--- config.mk ---
export PLATFORM = sky130hd
export DESIGN_NAME = rx_frame_controller
export DESIGN_NICKNAME = d
export VERILOG_FILES = /design/src/rtl/rx_frame_controller.sv
export SDC_FILE = /design/constraint.sdc
export NUM_CORES = 1
export LEC_CHECK = 0
export ABC_AREA = 1
export BUFFER_PORTS_ARGS = -buffer_cell sky130_fd_sc_hd__buf_2
export CAP_MARGIN = 20
export CORE_MARGIN = 10
export CORE_UTILIZATION = 55
export DETAILED_ROUTE_END_ITERATION = 12
export MAX_ROUTING_LAYER = met4
export PLACE_DENSITY = 0.73
export SETUP_SLACK_MARGIN = 0.5
export SLEW_MARGIN = 0
export SYNTH_ARGS = -nofsm -noshare
export SYNTH_HDL_FRONTEND = slang
export SYNTH_SLANG_ARGS = --single-unit
--- constraint.sdc ---
create_clock -name CLK -period 3 [get_ports CLK]
set_input_delay 0.3 -clock CLK [delete_from_list [all_inputs] [get_ports CLK]]
set_output_delay 0.3 -clock CLK [all_outputs]
set_load 0.1 [all_outputs]
--- src/rtl/rx_frame_controller.sv ---
// rx_frame_controller: hunts for SYNC, collects a length-prefixed payload from the UART byte
// receiver and drains it over valid/ready. Define RX_FRAME_CHECKSUM_EN to require a trailing sum byte.
module rx_frame_controller #(
  parameter int         MAX_LEN = 16,
  parameter int         TIMEOUT = 50000,
  parameter logic [7:0] SYNC    = 8'hAA
) (
  input  logic       CLK,
  input  logic       RSTn,
  input  logic       RX_Done_Sig,
  input  logic [7:0] RX_Data,
  output logic       RX_En_Sig,
  output logic [7:0] Frame_Data,
  output logic       Frame_Valid,
  output logic       Frame_Last,
  input  logic       Frame_Ready,
  output logic       Err_Sig,
  output logic [1:0] Err_Code
);

  localparam int AW = $clog2(MAX_LEN);
  localparam int TW = $clog2(TIMEOUT + 1);
  localparam logic [7:0]    MAX_LEN_B = 8'(MAX_LEN);
  localparam logic [TW-1:0] TMO_LAST  = TW'(TIMEOUT - 1);

  typedef enum logic [2:0] {
    HUNT,
    LEN,
    PAYLOAD,
`ifdef RX_FRAME_CHECKSUM_EN
    CSUM,
`endif
    DRAIN
  } state_t;

  state_t        state_q, state_d;
  logic [7:0]    len_q, len_d;
  logic [7:0]    idx_q, idx_d;
  logic [7:0]    rd_q, rd_d, rd_next;
  logic [7:0]    data_q, data_d;
  logic [TW-1:0] tmo_q, tmo_d;
  logic          err_q, err_d;
  logic [1:0]    code_q, code_d;
  logic          in_frame;
  logic [7:0]    payload_buf [MAX_LEN];
`ifdef RX_FRAME_CHECKSUM_EN
  logic [7:0]    sum_q, sum_d;
`endif

  assign rd_next  = rd_q + 8'd1;
  assign in_frame = (state_q != HUNT) && (state_q != DRAIN);

  assign RX_En_Sig   = (state_q != DRAIN);
  assign Frame_Valid = (state_q == DRAIN);
  assign Frame_Last  = Frame_Valid && (rd_q == len_q - 8'd1);
  assign Frame_Data  = data_q;
  assign Err_Sig     = err_q;
  assign Err_Code    = code_q;

  // Frame_Data is preloaded on entry to DRAIN so Valid and the first byte appear together.
  always_comb begin
    state_d = state_q;
    len_d   = len_q;
    idx_d   = idx_q;
    rd_d    = rd_q;
    data_d  = data_q;
    err_d   = 1'b0;
    code_d  = code_q;
`ifdef RX_FRAME_CHECKSUM_EN
    sum_d   = sum_q;
`endif
    tmo_d   = (RX_Done_Sig || !in_frame) ? '0 : tmo_q + TW'(1);

    case (state_q)
      HUNT: begin
        if (RX_Done_Sig && RX_Data == SYNC) state_d = LEN;
      end
      LEN: begin
        if (RX_Done_Sig) begin
          if (RX_Data == 8'd0 || RX_Data > MAX_LEN_B) begin
            state_d = HUNT;
            err_d   = 1'b1;
            code_d  = 2'd1;
          end else begin
            len_d   = RX_Data;
            idx_d   = 8'd0;
`ifdef RX_FRAME_CHECKSUM_EN
            sum_d   = RX_Data;
`endif
            state_d = PAYLOAD;
          end
        end
      end
      PAYLOAD: begin
        if (RX_Done_Sig) begin
          idx_d = idx_q + 8'd1;
`ifdef RX_FRAME_CHECKSUM_EN
          sum_d = sum_q + RX_Data;
          if (idx_q == len_q - 8'd1) state_d = CSUM;
`else
          // A one-byte frame is still being written to the buffer, so bypass it.
          if (idx_q == len_q - 8'd1) begin
            state_d = DRAIN;
            rd_d    = 8'd0;
            data_d  = (idx_q == 8'd0) ? RX_Data : payload_buf[0];
          end
`endif
        end
      end
`ifdef RX_FRAME_CHECKSUM_EN
      CSUM: begin
        if (RX_Done_Sig) begin
          if (RX_Data == sum_q) begin
            state_d = DRAIN;
            rd_d    = 8'd0;
            data_d  = payload_buf[0];
          end else begin
            state_d = HUNT;
            err_d   = 1'b1;
            code_d  = 2'd2;
          end
        end
      end
`endif
      DRAIN: begin
        if (Frame_Ready) begin
          if (Frame_Last) begin
            state_d = HUNT;
          end else begin
            rd_d   = rd_next;
            data_d = payload_buf[rd_next[AW-1:0]];
          end
        end
      end
      default: state_d = HUNT;
    endcase

    // A byte arriving on the expiry cycle keeps the frame alive.
    if (in_frame && !RX_Done_Sig && tmo_q == TMO_LAST) begin
      state_d = HUNT;
      err_d   = 1'b1;
      code_d  = 2'd3;
    end
  end

  always_ff @(posedge CLK or negedge RSTn) begin
    if (!RSTn) begin
      state_q <= HUNT;
      len_q   <= '0;
      idx_q   <= '0;
      rd_q    <= '0;
      data_q  <= '0;
      tmo_q   <= '0;
      err_q   <= 1'b0;
      code_q  <= '0;
    end else begin
      state_q <= state_d;
      len_q   <= len_d;
      idx_q   <= idx_d;
      rd_q    <= rd_d;
      data_q  <= data_d;
      tmo_q   <= tmo_d;
      err_q   <= err_d;
      code_q  <= code_d;
    end
  end

`ifdef RX_FRAME_CHECKSUM_EN
  always_ff @(posedge CLK or negedge RSTn) begin
    if (!RSTn) sum_q <= '0;
    else       sum_q <= sum_d;
  end
`endif

  always_ff @(posedge CLK) begin
    if (state_q == PAYLOAD && RX_Done_Sig) payload_buf[idx_q[AW-1:0]] <= RX_Data;
  end

endmodule

==> out/metrics.yaml <==
status: "finished clean"
worst_slew_pin_slew_ns: 0.8199
wl_per_cell_um: 19.44
timing.rr.start: "state_q[0]$_DFFE_PN0P_"
finish.net_count: 891
antenna_found_initial: 0
synth_top_area_cell: "edfxtp_1"
ys.flop_type: "edfxtp_1"
wl_met3_mm: 1.048
portBuffers: 25
min_path_cells: 1
ant_nets: 0
grt_pass1_wl_mm: 32.88
design.die.area_sq_mm: 0.02076
worstPathMaxFanout: 5
synthTopCellsByArea: "edfxtp_1 (45%), dfrtp_1 (16%), nor2_1 (5.9%)"
synth_edf_count: 128
place_area_sq_mm: 0.008843
syn_nets: 854
hpwlAfterDp_mm: 13.86
yosysWarningCount: 0
num_rows: 45
power_density_mw_per_mm2: 812.3
drtPass1Iterations: 5
post_drt_via_cell_ratio: 5.860
gp_congestion: 0.9270
synth_area_sq_mm: 0.008468
hold_ws_ns: 0.2139
async_flop_share_pct: 29.28
grt_start_max_net_pins: 66
clk_pin_slew_ns: 0.07
hold_class: "input port to register"
critPathLaunchType: "register"
fillCellCount: 1132
setup-tns-final_ns: 0
finalSetupViolCount: 0
area_delta_synth_final_pct: 13.43
vias: 6264
drc: 0
hold_start: "RX_Data[3]"
period_minus_slack_ns: 2.439
cts.path.max_buffers: 2
pin_count: 26
diodes: 0
start_util_pct: 55.91
whs_endpoint: "payload_buf[3][3]$_DFFE_PP_"
timing_hold_violations_final: 0
htree_num_levels: 4
stdcell_area_sq_mm: 0.009605
cap_violations: 0
power_leakage_nw: 3.634
coreArea_sq_mm: 0.01515
clock_latency_ns: 0.43
peakVddDrop_mv: 0.5341
fmax_mhz: 410.0
first_iter_violations: 693
numCtsBuffers: 17
criticalPathCategory: "register to primary output"
drive_gt1_share_pct: 16.00
crit_path_end_kind: "primary output"
cts_tree: "built"
r2r-end: "payload_buf[9][2]$_DFFE_PP_"
wl_met1_mm: 9.282
syn_inst: 831
synth_common_cells: "nor2_1 (134), edfxtp_1 (128), nand2_1 (104)"
clockRootBuffer: "clkbuf_16"
die_y_um: 144.1
rsz0062_at_grt: "true"
slew_headroom_pct: 45.14
arrival_ns: 2.14
synth_most_common_cell: "nor2_1"
grt_pass1_vias: 6048
met2WireLength_mm: 10.07
grt_usage_pct: 21.22
required_ns: 2.70
reg2regPathDepth: 6
drt_wl_total_mm: 20.78
skew_ns: 0.008821
top_layer: "met4"
die_x_um: 144.1
dp_cells: 1028
clock-sinks: 181
synth_cell_types: 39
synth-seq-area-share_pct: 61.05
synth_top_area_share_pct: 45.39
slew_viol_final: 0
ys_ff_latch: 181
layout.cells.non_filler: 1069
syn_area_per_cell_sq_um: 10.19
grt_overflow: 0
r2r_slack_ns: 0.59
finalCritPeriodShare_pct: 81.31
registers in the layout (all words and copies together), names as in the netlist:
register and flops:
idx_q 8, tmo_q 16, state_q 2, len_q 8, Err_Sig 1, Frame_Data 8, rd_q 8, payload_buf 128
Err_Code 2
layout by cell type (no fill, tap or decap), types with 3 or more instances in the layout:
cell type / Yosys / layout
nor2_1: 134 / 130
edfxtp_1: 128 / 128
nand2_1: 104 / 104
o21ai_0: 97 / 96
inv_1: 59 / 55
nand3_1: 55 / 55
dfrtp_1: 53 / 52
o211ai_1: 27 / 27
a21oi_1: 24 / 24
buf_2: 13 / 24
buf_4: 1 / 19
clkbuf_16: 0 / 18
nor2_2: 11 / 15
o21ai_2: 14 / 14
inv_2: 8 / 10
nor3_1: 10 / 10
nand2_2: 10 / 10
ha_1: 11 / 9
nor4_1: 7 / 7
xor2_1: 7 / 7
mux2i_1: 7 / 7
nand4_1: 6 / 6
o221ai_1: 6 / 6
clkinv_1: 1 / 5
clkinvlp_4: 0 / 4
o21ai_1: 3 / 4
bufinv_16: 0 / 4
buf_12: 0 / 4
nor2_4: 3 / 3
final cells by class:
type	instances	area, sq um	share of cell area (%)
Tap cell	188	235.2	2.449
Multi-Input combinational cell	550	2915	30.35
Clock buffer	18	429.2	4.468
Clock inverter	14	181.4	1.889
Inverter	68	262.8	2.735
Timing Repair Buffer	50	410.4	4.273
Sequential cell	181	5171	53.84
worst max-delay path by stage:
stage                                      start                   endpoint  slack, ns
after global routing        len_q[1]$_DFFE_PN0P_                 Frame_Last       0.42
final                       len_q[3]$_DFFE_PN0P_                 Frame_Last       0.56
after global placement       rd_q[0]$_DFFE_PN0P_                 Frame_Last       0.66
after floorplan           state_q[1]$_DFFE_PN0P_  Frame_Data[1]$_DFFE_PN0P_       0.54
after CTS                   len_q[1]$_DFFE_PN0P_                 Frame_Last       0.54
after detailed placement    len_q[0]$_DFFE_PN0P_  Frame_Data[6]$_DFFE_PN0P_       0.59
logic make-up after synthesis:
family                     count (synthesis)  synth area share [%]
AOI/OAI and AO/OA                        173                 11.95
buffers and inverters                    100                 4.935
and+or+nand+nor                          351                 18.69
muxes                                      7                0.8275
adders and majority gates                 11                 1.625
DFF                                      181                 61.05
xor gates and xnor gates                   8                0.9161
stage by stage:
| stage | setup slack, ns | util, % | power (W) |
|---|---|---|---|
| after floorplan | 0.5386 | - | 0.004775 |
| after global placement | 0.6632 | 58.39 | 0.005297 |
| after detailed placement | 0.5857 | 58.39 | 0.005341 |
| after CTS | 0.5355 | 62.97 | 0.007726 |
| after global routing | 0.4207 | 63.42 | 0.008197 |
| final | 0.5608 | 63.42 | 0.007802 |
power by group:
| part | total [W] | switching [W] | internal [W] |
|---|---|---|---|
| combinational | 0.00243 | 0.00172 | 0.000717 |
| sequential | 0.00305 | 0.000196 | 0.00285 |
| clock | 0.00232 | 0.000934 | 0.00139 |
routing by layer:
layer,vias to the layer above,GRT usage [%]
li1,2958,-
met1,3088,28.12
met2,191,33.23
met3,27,2.919
met4,0,7.093
met5,-,-
timing repair:
| item | in CTS | in global routing |
|---|---|---|
| endpoints found under the hold margin | 32 | 0 |
| gates cloned | 1 | 1 |
| hold buffers | 1 | 0 |
| buffers inserted | 3 | 3 |
| setup endpoints to repair | 1 | 30 |
| resized for setup | 6 | 7 |
| pin swaps | 1 | 3 |
critical path: stages, from the launching register on:
cell and delay [ns]:
dfrtp_1 0.47, nor2_4 0.20, nand3_2 0.12, xor2_1 0.25, nor2_1 0.07, nor2_1 0.19
nand4_2 0.15, inv_2 0.10, buf_12 0.17
(Power assumes the default switching activity.)
